===== src/rtl/p6_isa_pkg.sv =====
// p6 ISA constants: opcode/op codes, ALU and writeback-mux encodings, FSM state enum.
// Latency: n/a (constants and types only).
// Backpressure: n/a.
package p6_isa_pkg;

  // Major opcodes
  localparam logic [2:0] OP_MOV = 3'b110;
  localparam logic [2:0] OP_ALU = 3'b101;

  // Sub-ops under OP_MOV
  localparam logic [1:0] MOV_REG = 2'b00;
  localparam logic [1:0] MOV_IMM = 2'b10;

  // Sub-ops under OP_ALU (the op field doubles as the ALUop)
  localparam logic [1:0] ALU_ADD = 2'b00;
  localparam logic [1:0] ALU_CMP = 2'b01;
  localparam logic [1:0] ALU_AND = 2'b10;
  localparam logic [1:0] ALU_MVN = 2'b11;

  // ALUop codes
  localparam logic [1:0] ALUOP_ADD  = 2'b00;
  localparam logic [1:0] ALUOP_SUB  = 2'b01;
  localparam logic [1:0] ALUOP_AND  = 2'b10;
  localparam logic [1:0] ALUOP_NOTB = 2'b11;

  // Writeback mux select
  localparam logic [1:0] VSEL_C     = 2'b00;
  localparam logic [1:0] VSEL_IMM8  = 2'b01;
  localparam logic [1:0] VSEL_MDATA = 2'b10;
  localparam logic [1:0] VSEL_PC    = 2'b11;

  typedef enum logic [2:0] {
    S_WAIT    = 3'd0,
    S_DECODE  = 3'd1,
    S_WR_IMM  = 3'd2,
    S_GET_A   = 3'd3,
    S_GET_B   = 3'd4,
    S_COMPUTE = 3'd5,
    S_WR_REG  = 3'd6
  } state_t;

  // Field layout of the 16-bit instruction word, MSB first
  typedef struct packed {
    logic [2:0] opcode;
    logic [1:0] op;
    logic [2:0] rn;
    logic [2:0] rd;
    logic [1:0] sh;
    logic [2:0] rm;
  } ir_fields_t;

endpackage


===== src/rtl/p6_instr_dec.sv =====
// Splits the instruction register into fields and sign-extends the 5/8-bit immediates.
// Latency: purely combinational.
// Backpressure: none; follows IR continuously.
module p6_instr_dec
  import p6_isa_pkg::*;
(
  input  logic [15:0] ir,
  output ir_fields_t  fields,
  output logic [15:0] sximm5,
  output logic [15:0] sximm8
);

  assign fields = ir_fields_t'(ir);
  assign sximm5 = {{11{ir[4]}}, ir[4:0]};
  assign sximm8 = {{8{ir[7]}}, ir[7:0]};

endmodule


===== src/rtl/p6_controller.sv =====
// p6 control stage: instruction register plus Moore FSM driving the datapath strobes.
// Latency: MOV imm 3 edges, MOV reg/MVN/CMP 5, ADD/AND 6, from the s-sampling edge back to WAIT.
// Backpressure: w=0 while busy; s and load are ignored outside WAIT.
module p6_controller
  import p6_isa_pkg::*;
(
  input  logic        clk,
  input  logic        reset_n,
  input  logic        s,
  input  logic        load,
  input  logic [15:0] in,
  output logic        w,
  output logic [2:0]  readnum,
  output logic [2:0]  writenum,
  output logic        write,
  output logic        loada,
  output logic        loadb,
  output logic        loadc,
  output logic        loads,
  output logic        asel,
  output logic        bsel,
  output logic [1:0]  vsel,
  output logic [1:0]  shift,
  output logic [1:0]  ALUop,
  output logic [15:0] sximm5,
  output logic [15:0] sximm8
);

  state_t     state;
  logic [15:0] ir;
  ir_fields_t f;

  logic write_raw, loada_raw, loadb_raw, loadc_raw, loads_raw, asel_raw;

  p6_instr_dec u_dec (
    .ir     (ir),
    .fields (f),
    .sximm5 (sximm5),
    .sximm8 (sximm8)
  );

  // IR capture and state sequencing; reset aborts any instruction and clears IR
  always_ff @(posedge clk) begin
    if (!reset_n) begin
      state <= S_WAIT;
      ir    <= '0;
    end else begin
      if (state == S_WAIT && load) ir <= in;
      case (state)
        S_WAIT:   if (s) state <= S_DECODE;
        S_DECODE: begin
          if (f.opcode == OP_MOV && f.op == MOV_IMM)
            state <= S_WR_IMM;
          else if ((f.opcode == OP_MOV && f.op == MOV_REG) ||
                   (f.opcode == OP_ALU && f.op == ALU_MVN))
            state <= S_GET_B;
          else if (f.opcode == OP_ALU)
            state <= S_GET_A;
          else
            state <= S_WAIT;
        end
        S_WR_IMM:  state <= S_WAIT;
        S_GET_A:   state <= S_GET_B;
        S_GET_B:   state <= S_COMPUTE;
        S_COMPUTE: state <= (f.opcode == OP_ALU && f.op == ALU_CMP) ? S_WAIT : S_WR_REG;
        S_WR_REG:  state <= S_WAIT;
        default:   state <= S_WAIT;
      endcase
    end
  end

  // Moore output decode from state and IR fields
  always_comb begin
    w         = 1'b0;
    readnum   = 3'd0;
    writenum  = 3'd0;
    write_raw = 1'b0;
    loada_raw = 1'b0;
    loadb_raw = 1'b0;
    loadc_raw = 1'b0;
    loads_raw = 1'b0;
    asel_raw  = 1'b0;
    vsel      = VSEL_C;
    shift     = 2'b00;
    ALUop     = ALUOP_ADD;
    case (state)
      S_WAIT:  w = 1'b1;
      S_WR_IMM: begin
        writenum  = f.rn;
        vsel      = VSEL_IMM8;
        write_raw = 1'b1;
      end
      S_GET_A: begin
        readnum   = f.rn;
        loada_raw = 1'b1;
      end
      S_GET_B: begin
        readnum   = f.rm;
        loadb_raw = 1'b1;
      end
      S_COMPUTE: begin
        shift = f.sh;
        if (f.opcode == OP_MOV) begin
          asel_raw = 1'b1;
          ALUop    = ALUOP_ADD;
        end else begin
          ALUop = f.op;
        end
        if (f.opcode == OP_ALU && f.op == ALU_CMP) loads_raw = 1'b1;
        else                                       loadc_raw = 1'b1;
      end
      S_WR_REG: begin
        writenum  = f.rd;
        vsel      = VSEL_C;
        write_raw = 1'b1;
      end
      default: ;
    endcase
  end

  // Strobes are held off while reset is asserted so the reset edge can never write
  assign write = write_raw & reset_n;
  assign loada = loada_raw & reset_n;
  assign loadb = loadb_raw & reset_n;
  assign loadc = loadc_raw & reset_n;
  assign loads = loads_raw & reset_n;
  assign asel  = asel_raw  & reset_n;
  assign bsel  = 1'b0;

endmodule

===== config.mk =====
export PLATFORM = sky130hd
export DESIGN_NAME = p6_controller
export DESIGN_NICKNAME = d
export VERILOG_FILES = /design/src/rtl/p6_isa_pkg.sv /design/src/rtl/p6_instr_dec.sv /design/src/rtl/p6_controller.sv
export SDC_FILE = /design/constraint.sdc
export NUM_CORES = 1
export LEC_CHECK = 0
export CORE_AREA = 3 3 67 69
export DETAILED_ROUTE_END_ITERATION = 10
export DIE_AREA = 0 0 70 72
export PLACE_DENSITY_LB_ADDON = 0.12
export RECOVER_POWER = 100
export SLEW_MARGIN = 20
export SYNTH_ARGS = -nofsm -noshare
export SYNTH_HDL_FRONTEND = slang
export SYNTH_HIERARCHICAL = 1
export SYNTH_SLANG_ARGS = --single-unit
export TNS_END_PERCENT = 1

===== constraint.sdc =====
create_clock -name clk -period 1.1 [get_ports clk]
set_input_delay 0.11 -clock clk [delete_from_list [all_inputs] [get_ports clk]]
set_output_delay 0.11 -clock clk [all_outputs]
set_load 0.005 [all_outputs]

Yosys cells after proc, flatten, opt, wreduce, memory -nomap -nowiden --
Index checks and enable logic that the tools add are counted.
Storage, ports and cells: register bits 19, latch bits 0, bits in writable memories 0, bits in read-only memories 0, bits of input ports 20, output and inout bits 52, word-level logic and storage cells 51, memories 0
Operators by class: add/sub/neg operators 0, multiply operators 0, div/mod/pow operators 0, order comparisons 0, equal/unequal tests 12, shift-type cells 0, mux-type cells 22, bitwise operators 6, reduce and logical (&&, ||, !) cells 9
Operator list (count):
- == test 3 bit, second input constant | 5
- case mux 3 bit (5 select lines) | 1
- two-way mux 3 bit | 4
- case mux 3 bit (2 select lines) | 2
- two-way mux 1 bit | 11
- two-way mux 2 bit | 4
- AND 1 bit | 6
- == test 3 x 2 -> 1 bit, second input constant | 2
- logical AND 1 bit | 5
- == test 2 bit, second input constant | 2
- == test 3 x 1 -> 1 bit, second input constant | 1
- logical NOT 3 bit | 1
- == test 2 x 1 -> 1 bit, second input constant | 1
- logical NOT 2 bit | 1
- inequality test 2 bit, second input constant | 1
- OR reduction 2 bit | 1
- logical OR 1 bit | 1

Longest topological paths before layout --
depth after elaboration 6, depth in mapped cells 7, mapped depth without buffers 4

By module --
Netlist, hierarchy kept.
Modules (own cells, without submodules):
- p6_controller | times used 1, cells each 135, area each 997.2 um^2, sequential area each 380.4 um^2
- p6_instr_dec | times used 1, cells each 48, area each 360.3 um^2, sequential area each 0.0 um^2

Worst setup path after synthesis --
OpenSTA, ideal clock, no wires.
path type register -> register, from reg state[2], to reg ir[10], library setup time 0.066 ns, arrival 1.136 ns, required time 1.034 ns, slack -0.102 ns, cell stages (with the launch flop) 8, buffers on the path 3, clock period less this slack 1.202 ns, path through dfxtp_1 -> buf_2 -> nor3_2 -> and2_1 -> buf_4 -> buf_6 -> nand2_1 -> a21oi_2
Between the ends: cells in the longest elaborated chain, start to end 2
Ends and longest elaborated chain:
- start: declaration | RTL line p6_controller.sv:29 | state_t state;
- start signal: assignment | RTL line p6_controller.sv:65 | S_COMPUTE: state <= (f.opcode == OP_ALU && f.op == ALU_CMP) ? S_WAIT : S_WR_REG;
- logical NOT 3 bit | RTL line p6_controller.sv:48 | if (state == S_WAIT && load) ir <= in;
- logical AND 1 bit | RTL line p6_controller.sv:48
- end signal: assignment | RTL line p6_controller.sv:48
- end: declaration | RTL line p6_controller.sv:30 | logic [15:0] ir;
No other way between the ends. A chain may end at the register's enable or synchronous reset.

Final worst setup path --
from reg state[0], to out ALUop[0]
Between the ends: cells in the longest elaborated chain, start to end 2
Ends and longest elaborated chain:
- == test 3 bit | RTL line p6_controller.sv:86 | case (state)
- two-way mux 2 bit | RTL line p6_controller.sv:86
- end: declaration | RTL line p6_controller.sv:24 | output logic [1:0] ALUop,
No other way between the ends.

==> results.yml <==
power_and_ir_drop:
  power.share.switching_pct: 25.8
  total_power_mw: 1.76
  p_per_area_nw_per_um2: 814
  clockPowerShare_pct: 26.5
  vdd_drop_max_v: 0.000565
  power_switching_mw: 0.455
  p_int_mw: 1.31
  leakage_nw: 0.937
  seqPwrFrac_pct: 43.5
  p_comb_share_pct: 30.0
run:
  max_cap_violations: 0
timing:
  fmax_ghz: 0.725
  rsz0062_at_grt: "yes"
  drv_slew: 0
  min_period_over_period_pct: 125
  finalSetupTns_ps: -6680
  period_minus_slack_ps: 1380
  setup_viol_count_final: 37
  setup_ws_ps: -279
  final_hold_viol_count: 0
  skew_ps: 4.75
final_layout:
  fill_cells: 388
  fin_cells: 288
  multiInputGateArea_um2: 697
  drive_above_1_share_pct: 44.1
  regArea_um2: 402
  area_growth_pct: 59.4
  nets: 259
  antenna_cells: 0
worst_setup_path:
  path_depth: 5
  r2r_slack_ps: -230
  crit_family: "simple AND/OR/NAND/NOR gates"
  slowest_delay_ps: 370
  cp_max_fo: 4
  worst_setup_path_start_kind: "flip-flop"
  cp.arrival_ps: 1270
  worstPathCellList: "nor2b_4, buf_6, and3_4, and2_4, buf_6"
  critPathMostFrequentCell: "buf_6"
  crit_required_ps: 990
  r2r_end: "state[2]"
  crit_buf_inv: 2
  cpMaxStageDelayCell: "dfxtp_4"
  regToRegStartpoint: "state[0]"
  r2r.worst_path.cells: 6
  crit_path_end_kind: "output pin"
  criticalPathCategory: "reg2out"
floorplanning:
  die_area_um2: 5040
  core_area_um2: 3970
  num_io_pins: 72
  fp-row-count: 23
  initial_core_util_pct: 34.2
  dieHeight_um: 72
  die-width_um: 70
yosys:
  yosysMostFrequentCell: "buf_4"
  yosys_warnings: 6
  synthCells: 183
  synth_top_flop_cell: "dfxtp_1"
  synth_area_per_cell_um2: 7.42
  synthArstFlopShare_pct: 0
  syn_area_um2: 1360
  ys_seq_area_share_pct: 28.0
  synth_top_area_share_pct: 28.2
  yosys-top-cells-area: "buf_4 (28%), dfxtp_1 (28%), nand2_1 (12%)"
  synth_edf_count: 0
  synthTopCellsByCount: "buf_4 (51), nand2_1 (44), dfxtp_1 (19)"
  ys_types: 26
  ys_seq_elements: 19
  synth_top_cell_by_area: "buf_4"
routing:
  drt_wl_total_um: 3380
  drtIter0Drc: 25
  drc: 0
  vias_per_cell: 4.32
  final_antenna_net_count: 0
  num_vias: 1243
  drt-pass1-iter-count: 4
  wl_per_cell_um: 11.7
global_route:
  antenna_found_initial: 0
  grt_max_degree: 17
  grt_pass1_wl_um: 5530
  grt_overflow: 0
  grt_pass1_vias: 1202
  grt_use_total_pct: 13.5
clocking:
  numCtsBuffers: 3
  cts.clk_slew.worst_paths_ps: 70
  h-tree-depth: 1
  clkSinkCount: 19
  tritoncts: "yes"
  clock_latency_ps: 250
  cts.path.max_buffers: 2
  cts_hold_repair.buffers: 0
  cts_root_buf: "clkbuf_8"
run_status:
  violations: "negative setup slack"
  outcome: "complete, but fails checks"
worst_hold_path:
  hold_class: "in2reg"
  hold_path_startpoint: "in[13]"
  min_to: "ir[13]"
  hold-path-cell-count: 3
place:
  place_inst: 280
  gp_congestion: 0.854
  dp_hpwl_um: 2600
  numPortBuffers: 69
## area by class of cell
cell class / instances / area share, %
multi-input combinational: 107 / 32.2
timing repair buffer: 107 / 44.1
sequential: 19 / 18.6
inverter: 1 / 0.173
clock buffer: 4 / 2.08
tap: 50 / 2.89
## worst max-delay path by stage
stage | from | endpoint | slack (ps)
6_report | state[0] | ALUop[0] | -280
2_1_floorplan | state[0] | ir[10] | -80
3_5_place_dp | reset_n | loada | -470
3_3_place_gp | reset_n | loada | -480
5_1_grt | state[0] | ALUop[0] | -340
4_1_cts | ir[14] | asel | -280
## flip-flops by register name (all words and copies together), names as in the netlist
| signal | count |
|---|---|
| ir | 16 |
| state | 3 |
## worst register-to-register path, delay by kind of cell (launching register included)
family / cells / cell delay (ps)
AO/OA/AOI/OAI: 2 / 270
buffers and inverters: 2 / 280
flip-flops: 1 / 370
multiplexers: 1 / 260
AND/OR/NAND/NOR: 1 / 90
## layout by cell type, fill, tap and decap left out, types with 7 or more instances in the layout
| cell | instances |
|---|---|
| a21oi_2 | 15 |
| a21oi_1 | 7 |
| nand2_1 | 42 |
| buf_4 | 28 |
| buf_2 | 8 |
| clkdlybuf4s15_1 | 17 |
| buf_6 | 8 |
| dfxtp_1 | 8 |
| dfxtp_2 | 8 |
| dlygate4sd2_1 | 17 |
| clkdlybuf4s50_1 | 19 |
## through the flow
step	setup WS (ps)	utilization [%]	area (um2)	hold slack, ps
floorplan	-80.8	-	1370	231
global placement	-475	50.1	1990	461
detailed placement	-475	50.1	1990	465
CTS	-280	52.6	2090	394
global route	-336	54.5	2160	401
finish	-279	54.5	2160	405
## cells by family (layout without fill, tap and decap cells)
group / count (synthesis) / in the layout / share of synthesized area (%)
mux: 1 / 1 / 0.829
other cells: 1 / 2 / 0.276
buf+inv: 58 / 112 / 31.1
flops: 19 / 19 / 28.0
simple gates: 74 / 74 / 25.1
compound gates: 30 / 30 / 14.7
## per-layer routing
| layer | GRT usage (%) | wire (um) | share of wire (%) |
|---|---|---|---|
| met1 | 17.4 | 1510 | 45 |
| met2 | 22.8 | 1660 | 49 |
| met3 | 2.49 | 181 | 5.4 |
| met4 | 4.47 | 27 | 0.80 |
| met5 | 0 | 0 | 0 |
## power by group through the flow
stage / Sequential (mW) / Combinational, mW / Clock [mW]
final: 0.766 / 0.529 / 0.467
after global routing: 0.771 / 0.580 / 0.529
after CTS: 0.764 / 0.518 / 0.492
after detailed placement: 0.774 / 0.531 / 0
after global placement: 0.773 / 0.528 / 0
after floorplan: 0.782 / 0.322 / 0
## timing repair
| item | 4_1_cts | 5_1_grt |
|---|---|---|
| cloned | 0 | 0 |
| endpoints found under the setup margin | 69 | 53 |
| setup buffers | 4 | 0 |
| resized for setup | 135 | 33 |
| pin swaps | 13 | 5 |
No activity file was read; power rests on OpenSTA's default activity.
